**config.mk**
```make
export PLATFORM = sky130hd
export DESIGN_NAME = clk_en_gen
export DESIGN_NICKNAME = d
export VERILOG_FILES = /design/src/rtl/clk_en_gen.sv
export SDC_FILE = /design/constraint.sdc
export NUM_CORES = 1
export LEC_CHECK = 0
export CAP_MARGIN = 20
export CORE_MARGIN = 5
export CORE_UTILIZATION = 60
export DETAILED_ROUTE_END_ITERATION = 8
export GPL_TIMING_DRIVEN = 0
export PLACE_DENSITY = 0.82
export SETUP_SLACK_MARGIN = 0.5
export SLEW_MARGIN = 25
export SYNTH_ARGS = -nofsm -noshare
export SYNTH_HDL_FRONTEND = slang
export SYNTH_SLANG_ARGS = --single-unit
```
**constraint.sdc**
```tcl
create_clock -name Clk100MHz -period 3.8 [get_ports Clk100MHz]
set_input_delay 0.57 -clock Clk100MHz [delete_from_list [all_inputs] [get_ports Clk100MHz]]
set_output_delay 0.57 -clock Clk100MHz [all_outputs]
set_load 0.01 [all_outputs]
```
**src/rtl/clk_en_gen.sv**
```systemverilog
// Cascaded clock-enable generator: tick[k] strobes at decade-divided rates plus a
// programmable-rate strobe with load/ack handshake. Define CLK_EN_GEN_FAST_SIM_EN to force stage-0 divider to 100.
module clk_en_gen #(
  parameter int DIV0          = 100000,
  parameter int DIVN          = 10,
  parameter int NUM_STAGES    = 4,
  parameter int PROG_W        = 16,
  parameter int PROG_DIV_INIT = 999
) (
  input  logic                  Clk100MHz,
  input  logic                  reset_n,
  input  logic                  run,
  input  logic                  clr,
  input  logic [PROG_W-1:0]     prog_div,
  input  logic                  prog_load,
  output logic                  prog_ack,
  output logic                  prog_tick,
  output logic [NUM_STAGES-1:0] tick
);

`ifdef CLK_EN_GEN_FAST_SIM_EN
  localparam int DIV0_EFF = 100;
`else
  localparam int DIV0_EFF = DIV0;
`endif

  localparam int CNT0_W = (DIV0_EFF > 1) ? $clog2(DIV0_EFF) : 1;
  localparam int CNTN_W = (DIVN > 1) ? $clog2(DIVN) : 1;
  localparam int NSN    = (NUM_STAGES > 1) ? NUM_STAGES - 1 : 1;

  localparam logic [CNT0_W-1:0] CNT0_MAX = CNT0_W'(DIV0_EFF - 1);
  localparam logic [CNTN_W-1:0] CNTN_MAX = CNTN_W'(DIVN - 1);

  logic [CNT0_W-1:0] cnt0;
  logic [CNTN_W-1:0] cntn [NSN];   // cntn[k-1] belongs to stage k

  logic [PROG_W-1:0] pcnt;
  logic [PROG_W-1:0] pdiv;
  logic [PROG_W-1:0] shadow;
  logic              pending;

  // Fixed-rate cascade: stage 0 gated by run, higher stages driven only by the strobe below
  always_ff @(posedge Clk100MHz or negedge reset_n) begin
    if (!reset_n) begin
      cnt0 <= '0;
      tick <= '0;
      for (int k = 0; k < NSN; k++) cntn[k] <= '0;
    end else if (clr) begin
      cnt0 <= '0;
      tick <= '0;
      for (int k = 0; k < NSN; k++) cntn[k] <= '0;
    end else begin
      if (run && (cnt0 == CNT0_MAX)) begin
        cnt0    <= '0;
        tick[0] <= 1'b1;
      end else begin
        if (run) cnt0 <= cnt0 + CNT0_W'(1);
        tick[0] <= 1'b0;
      end
      for (int k = 1; k < NUM_STAGES; k++) begin
        if (tick[k-1] && (cntn[k-1] == CNTN_MAX)) begin
          cntn[k-1] <= '0;
          tick[k]   <= 1'b1;
        end else begin
          if (tick[k-1]) cntn[k-1] <= cntn[k-1] + CNTN_W'(1);
          tick[k] <= 1'b0;
        end
      end
    end
  end

  // Programmable channel: a new divider is only adopted at a wrap (or clr), so no runt periods
  always_ff @(posedge Clk100MHz or negedge reset_n) begin
    if (!reset_n) begin
      pcnt      <= '0;
      pdiv      <= PROG_W'(PROG_DIV_INIT);
      shadow    <= '0;
      pending   <= 1'b0;
      prog_tick <= 1'b0;
      prog_ack  <= 1'b0;
    end else if (clr) begin
      pcnt      <= '0;
      prog_tick <= 1'b0;
      prog_ack  <= pending;
      if (pending) begin
        pdiv    <= shadow;
        pending <= 1'b0;
      end
    end else begin
      prog_tick <= 1'b0;
      prog_ack  <= 1'b0;
      if (tick[0]) begin
        if (pcnt == pdiv) begin
          pcnt      <= '0;
          prog_tick <= 1'b1;
          if (pending) begin
            pdiv     <= shadow;
            pending  <= 1'b0;
            prog_ack <= 1'b1;
          end
        end else begin
          pcnt <= pcnt + PROG_W'(1);
        end
      end
      // A load on the wrap cycle overrides the pending clear and waits for the next wrap
      if (prog_load) begin
        shadow  <= prog_div;
        pending <= 1'b1;
      end
    end
  end

endmodule

```
* Word level (Yosys, flattened, before mapping)
Index checks and enable logic that the tools add are counted.
** Word-level totals
- Logic and storage cells :: 70
- Input port bits :: 21
- Register bits :: 84
** Operators by class
- Add/sub/neg operators :: 5
- Mux-type cells :: 33
- Reduce and logical (&&, ||, !) cells :: 15
- Eq/ne operators :: 5
- Bitwise operators :: 1
** Operators with widths (number)
- 16-bit 2-to-1 mux :: 7
- 17-bit 2-to-1 mux :: 3
- 4-bit 2-to-1 mux :: 7
- 3-bit nonzero test :: 6
- 17-bit by 1-bit adder with 17-bit output (second input constant) :: 1
- 17-bit equality test (second input constant) :: 1
- 16-bit by 1-bit adder with 16-bit output (second input constant) :: 1
- 16-bit equality test :: 1
- 1-bit 2-to-1 mux :: 15
- 4-bit by 1-bit adder with 4-bit output (second input constant) :: 3
- 4-bit equality test (second input constant) :: 3
- 12-bit 2-to-1 mux :: 1
- 2-bit AND reduction :: 3
- 1-bit logical AND :: 4
- 2-bit nonzero test :: 2
- 1-bit NOT :: 1

* Logic depth before layout (Yosys ltp)
Gate-level depths: netlist of run 1.
- Depth after elaboration :: 5
- Mapped depth :: 8
- Gate-level depth less buffers :: 7

* Worst setup path before layout of run 1
Ideal clock, no wire load.
- Kind :: input -> register
- From :: input port clr
- To :: register shadow[10]
- Data required time :: 3675 ps
- Path slack :: 2030 ps
- Setup time :: 125 ps
- Stages :: 5
- Path buffers :: 3
- Arrival :: 1645 ps
- Cells stage by stage :: buf_2 -> nor2b_1 -> clkbuf_1 -> buf_2 -> mux2_2
** Between the ends
- Word-level cells in the longest chain between the ends :: 2
** RTL lines
- from (decl) :: line 13 : input logic clr,
- 1-bit NOT (no source line)
- 2-bit AND reduction (no source line)
- to (signal assigned) :: line 107 : shadow <= prog_div;
- to (decl) :: line 39 : logic [PROG_W-1:0] shadow;
No other way between the ends.
A chain may end at the register's enable or synchronous reset.

* Worst setup path after layout of run 1
- From :: input port run
- To :: register cnt0[10]
** Between the ends
- Word-level cells in the longest chain between the ends :: 3
** RTL lines
- from (decl) :: line 12 : input logic run,
- 1-bit logical AND :: line 53 : if (run && (cnt0 == CNT0_MAX)) begin
- 17-bit 2-to-1 mux :: line 53
- 17-bit 2-to-1 mux :: line 48 : end else if (clr) begin
- to (signal assigned) :: line 57 : if (run) cnt0 <= cnt0 + CNT0_W'(1);
- to (decl) :: line 34 : logic [CNT0_W-1:0] cnt0;
Several ways; a longest one is shown, not always the timed one.

==> results.md, run 1 <==
- Die Y-Extent: 97.08 um
- Core area: 0.007331 mm^2
- CTS Hold Bufs: 0
- CP most frequent cell: nor2_1
- Pin count of the biggest net entering global routing: 51
- Synth warn: 0
- Fin util: 70.37%
- CTS tree: done
- GRT Util Overall: between 20 and 25%
- Crit path max-delay cell type: nor4_1
- CP max FO: 10
- Clock Tree Buf Depth: 2
- Global placement routability congestion: between 0.8 and 0.9
- Final ANT Viol Nets: 0
- Worst setup SP type: input pin
- Adder-cell share of the synthesized area: under 10%
- DR iter-0 viols: between 300 and 400
- Cell Rows: 31
- Outcome: completed
- Number of iterations in the first detailed-routing pass: 8
- Maxcap violations: 0
- Synth Register Bits: 84
- Syn_area_per_cell: a little under 10 um^2
- Ratio of cells with drive above 1 in the final layout: 11.26%
- CTS Root Cell: clkbuf_8
- Fmax: between 0.4 and 0.5 GHz
- Critical path type: in -> reg
- Yosys cell types: 52
- Post-synth EDFFs: 0
- Horiz. Die Dim: approximately 97 um
- # diodes: 0
- Drt via density: ~6.3
- FF+latch area: 0.002112 mm^2
- H-tree depth: 3
- DP Wirelength: 7260 um
- Clk_lat worst skew: about 0.36 ns
- Global-route wire length before repair: 17460 um
- RSZ-0062 raised after global routing: no
- Io pins: 27
- Port Buffer Count: 25
- Critical Path, Cell by Cell: clkdlybuf4s50_1 > buf_2 > nor2_1 > nor4_1 > and4_1 > xnor2_1 > nor2_1
- FILL cells: 543
- Mux share of post-synthesis cell area: between 4 and 5%
- CTS Buf Count: 9
- Multi-input gate area: around 0.0022 mm^2
- Final Max Tran Viols: 0
- Post-route DRC: 0
- Antenna violations before repair: 0
- Wire length per cell: 17.07 um
- Initial core utilization: 62.06%
- Worst Hold Class: in -> async
- Setup Buffers After CTS: 0
- Worst Setup Slack, final: ~1.7 ns
- Worst slew pin tran: 0.6362 ns
- Syn nets: 493
- Pre-CTS setup slack: 1.353 ns
- Syn Inst Count: 464
- Critical Path RT: 4.05 ns
- Worst setup EP type: flop
- Reg clk slew, reported paths: 0.09 ns
- Post-synthesis compound-gate area fraction: approximately an eighth
- Relative slew margins: 57.20%
- CP arrival: around 2.4 ns
- Final WL: approximately 10000 um
- CP delay by family, top: simple AND/OR/NAND/NOR gates
- Vias in the first global route: between 3000 and 4000
- Final-report hold violation count: 0
- Xor/xnor share of the synthesized area: 6.931%
- Buf+Inv Stages, Crit Path: 2
- Main combinational cell family by area after synthesis: simple AND/OR/NAND/NOR gates
- Worst VDD drop: between 0.2 and 0.3 mV
- Asr flop ratio synth: 100.0%
- Clk sinks: between 80 and 90
- Tmin final: between 2 and 2.5 ns
- Final setup TNS: 0 ns
- Nets: 530
- Fin crit share: 55.50%
- Die ar.: approximately 0.0094 mm^2
- Share of the yosys chip area belonging to registers: ~46%
- Leakage power: 2.157 nW
- Routed vias: 3793
- Clock skew: 0.01212 ns
- Main synth FF type: dfrtp_1
- Simple-Gate Fraction of Synth Area: between 20% and 30%
- Cell area after synthesis: 0.004549 mm^2
- Final setup violation count: 0
- PostCTS Resize Cnt: 0
- Grt ovf: 0
- CP peak stage delay: roughly 0.5 ns
- P&R area growth vs syn: 13.39%
- Pwr dens: 361.6 mW/mm^2
## metrics by stage
stage | cells | cell area, um^2 | total power [mW] | hold WS [ns]
floorplan | 464 | 4549 | 1.104 | 0.2744
global placement | 588 | 4923 | 1.171 | 0.4992
detailed placement | 589 | 4949 | 1.187 | 0.5081
CTS | 605 | 5159 | 1.869 | 0.1702
global route | 605 | 5159 | 1.932 | 0.1878
finish | 605 | 5159 | 1.865 | 0.1577
## worst paths after layout
check	slack, ns	startpoint	end	depth (start not counted)
setup / recovery	1.69	run	cnt0[10]	7
hold / removal	0.16	reset_n	shadow[10]	1
setup reg to reg	1.88	pdiv[0]	pcnt[14]	7
hold reg to reg	0.54	cntn[6]	tick[2]	1
max in group asynchronous	2.98	reset_n	pdiv[0]	2
min in group Clk100MHz	0.54	cntn[6]	tick[2]	1
## worst register-to-register path: stages (launching register included)
cell      delay (ns)
dfstp_2         0.57
xnor2_1         0.13
nand4_1         0.13
nor4_2          0.31
buf_4           0.23
buf_4           0.20
o21bai_1        0.14
o21ai_1         0.09
## registers in the layout (all words and copies together) (netlist names)
name / count
cnt0: 17
cntn: 12
pcnt: 16
pdiv: 16
pending: 1
prog_ack: 1
prog_tick: 1
shadow: 16
tick: 4
## metal layers
metal	GRT usage (%)	vias up	share of wire, %
li1	-	1749	-
met1	30.51	1888	45
met2	36.15	135	49
met3	3.805	21	5.2
met4	7.235	0	1.7
met5	0	-	0
## cell families after synthesis
family / count (synthesis)
AND/OR/NAND/NOR: 192
flip-flops: 84
AO/OA/AOI/OAI: 73
buffers and inverters: 53
XOR/XNOR: 36
multiplexers: 18
adder cells (fa/ha/maj): 8
## power breakdown
part / switching [mW] / internal [mW]
Clock: 0.323 / 0.370
Sequential: 0.0493 / 0.944
Combinational: 0.0904 / 0.0895
Total: 0.462 / 1.40
## placed cells by master (no fill, tap or decap), types with 12 or more instances in the layout
master,instances
clkdlybuf4s50_1,24
clkbuf_1,18
nand2_1,23
nor2_1,43
nand3_1,30
nand2b_1,14
xor2_1,12
dfrtp_1,76
o311ai_1,17
a21oi_1,16
inv_1,22
nor3_1,19
a221oi_1,16
mux2_2,16
xnor2_1,24
## synth_stat cells, types with 6 or more instances
| library cell | count | area, um^2 |
|---|---|---|
| nand2b_1 | 14 | 87.58 |
| nand3b_1 | 9 | 67.56 |
| nand2_1 | 23 | 86.33 |
| nand4_1 | 9 | 56.30 |
| dfstp_2 | 8 | 210.2 |
| and3_1 | 11 | 68.82 |
| nand3_1 | 30 | 150.1 |
| xor2_1 | 12 | 105.1 |
| o21ai_0 | 6 | 30.03 |
| nor3_1 | 19 | 95.09 |
| inv_1 | 22 | 82.58 |
| o311ai_1 | 17 | 148.9 |
| a221oi_1 | 16 | 140.1 |
| clkbuf_1 | 16 | 60.06 |
| a21oi_1 | 16 | 80.08 |
| mux2_2 | 16 | 180.2 |
| ha_1 | 8 | 100.1 |
| nor2_1 | 43 | 161.4 |
| dfrtp_1 | 76 | 1902 |
| xnor2_1 | 24 | 210.2 |
| buf_2 | 6 | 30.03 |
## cell type report
cell class              count  area share [%]
multi-input cells         327           42.52
flip-flops and latches     84           40.94
repair buffers             26           5.336
plain buffers              31           3.129
clock buffers              11           2.547
well taps                  99           2.401
inverters                  22           1.601
clock inverters             5           1.528
No activity file was read; power rests on OpenSTA's default activity.
==> run 2, diff against run 1 <==
Settings changed: CORE_UTILIZATION 60 to 54, PLACE_DENSITY 0.82 to 0.78.
Clock period 3.8 ns to 1.77 ns, I/O delays scaled along.
==> results.md, run 2 (synthesis gave the netlist of run 1 again) <==
- Outcome: complete, but fails checks
- Failing checks: negative setup slack
- Nets: 565 (+6.6%)
- Clock skew: 0.01442 ns (+0.002303 ns)
- CP max FO: 4 (-6)
- Clock power share: 35.1% (-2.0 points)
- Clk sinks: 84 (unchanged)
- Max reg flops: 17 (unchanged)
- # diodes: 0 (unchanged)
- RSZ-0062 raised after global routing: yes
- Pwr dens: 664.6 mW/mm^2 (+84%)
- Final ANT Viol Nets: 0 (unchanged)
- Fin crit share: 112.4%
- Core area: 0.008217 mm^2 (+12%)
- CTS Root Cell: clkbuf_8
- H-tree depth: 3 (unchanged)
- Top reg by flops: cnt0
- Most frequent cells in the layout: dfrtp_1 (65), nor2_1 (26), nand3_1 (23)
- Clock Tree Buf Depth: 2 (unchanged)
- Global placement routability congestion: 0.8695 (-2.9%)
- Critical Path RT: 2.01 ns (-2.04 ns)
- Final Max Tran Viols: 0 (unchanged)
- Post-DP Area: 0.005041 mm^2 (+1.9%)
- CTS tree: done
- Global-route wire length before repair: 19090 um (+9.3%)
- Final WL: 11980 um (+16%)
- Worst setup SP type: flop
- Tmin final: slightly below 2 ns
- Leakage power: 2.510 nW (+16%)
- Reg clk slew, reported paths: 0.08 ns (about the same)
- Port Buffer Count: 25 (unchanged)
- Initial core utilization: 55.37% (-6.7 points)
- Clk_lat worst skew: 0.36 ns (about the same)
- Vias in the first global route: 3846 (+3.7%)
- Pin count of the biggest net entering global routing: 44 (-14%)
- Worst Hold Class: in -> reg
- Wire length per cell: 18.54 um (+8.6%)
- Worst VDD drop: 0.5291 mV (+97%)
- Die Y-Extent: 101.8 um (+4.9%)
- Horiz. Die Dim: 101.8 um (+4.9%)
- Pint: 2.938 mW (+110%)
- Drt via density: 6.125 (-2.3%)
- Cell Rows: 33 (+6.5%)
- Final-report hold violation count: 0 (unchanged)
- Critical path type: reg -> reg
- Fmax: 0.5028 GHz
- Final setup TNS: -5.427 ns (-5.427 ns)
- Switch share: 26.93% (+2.2 points)
- Post-route DRC: 0 (unchanged)
- GRT Util Overall: 23.34% (+1.0 points)
- Worst slew pin tran: 0.6123 ns (-0.02393 ns)
- Final setup violation count: 35 (+35)
- CP arrival: 2.23 ns (-0.13 ns)
- Ratio of cells with drive above 1 in the final layout: 33.27% (+22 points)
- DR iter-0 viols: 374 (+15%)
- Io pins: 27 (unchanged)
- WHS: 0.3485 ns (+0.1907 ns)
- Relative slew margins: 59.18% (+2.0 points)
- Maxcap violations: 0 (unchanged)
- DP Wirelength: 7147 um (-1.6%)
- Grt ovf: 0 (unchanged)
- Number of iterations in the first detailed-routing pass: 5 (-3)
- Antenna violations before repair: 0 (unchanged)
- Worst setup EP type: flop
- Routed vias: 3957 (+4.3%)
- Comb power frac: 11.9% (+2.3 points)
- Sequential Power Share: 53.0% (-0.2 points)
- CTS Buf Count: 9 (unchanged)
- P&R area growth vs syn: 32.98%
- Net Switching: 1.083 mW (+130%)
- Post-route cell area: 0.006050 mm^2 (+17%)
- Worst Setup Slack, final: -0.2189 ns (-1.910 ns)
- Most common cell after layout, fill and taps aside: dfrtp_1
- Die ar.: 0.01036 mm^2 (+9.9%)
run 2: per-stage QoR:
stage                     setup WS [ns]  utilization (%)  power [mW]  cells
final                           -0.2189            73.63       4.021    646
after global routing            -0.3034            73.63       4.170    646
after CTS                      -0.05431            69.04       3.982    637
after detailed placement        -0.1595            61.35       2.550    595
after global placement           -2.564            61.14       2.523    594
after floorplan                  0.1046                -       2.380    464
run 2: cell type report:
type                    count  area [um^2]
plain buffers              31        272.8
clock inverters             6        72.57
well taps                 105        131.4
fillers                   537         2167
flip-flops and latches     84         2126
clock buffers              10        127.6
inverters                  22        82.58
multi-input cells         327         2601
repair buffers             61        635.6
run 2: worst max-delay path: stages, from the launching register on:
cell and delay, ns:
dfstp_2 0.58, xnor2_1 0.16, nand4_1 0.19, nor4_4 0.38, buf_4 0.19, buf_6 0.11
buf_6 0.09, or3b_1 0.10, o221ai_2 0.08
run 2: final timing paths:
check,endpoint,slack (ns),cells past startpoint,start
max,pcnt[12],-0.22,8,pdiv[1]
max in group asynchronous,pdiv[9],0.69,3,reset_n
max reg2reg,pcnt[12],-0.22,8,pdiv[1]
min reg2reg,shadow[12],0.55,1,shadow[12]
min in group asynchronous,shadow[14],0.42,2,reset_n
min,pending,0.35,2,prog_load
run 2: metal layers:
metal / share of wire (%) / global-route usage [%] / vias to the layer above / wire [um]
li1: - / - / 1818 / -
met1: 43 / 33.24 / 1955 / 5146
met2: 49 / 36.27 / 152 / 5850
met3: 5.6 / 3.857 / 32 / 667
met4: 2.6 / 8.180 / 0 / 310
met5: 0 / 0 / - / 0
run 2: power groups by stage:
stage | sequential, mW | clock [mW] | combinational, mW
floorplan | 2.13 | 0 | 0.250
global placement | 2.15 | 0 | 0.368
detailed placement | 2.16 | 0 | 0.388
CTS | 2.12 | 1.42 | 0.435
global route | 2.14 | 1.51 | 0.519
finish | 2.13 | 1.41 | 0.479
run 2: repair_timing:
action,4_1_cts,5_1_grt
endpoints found under the setup margin,83,68
cloned,3,2
gates resized for setup,73,78
buffers inserted,22,7
hold buffers,1,0
hold endpoints to repair,37,0
pin swaps,26,16
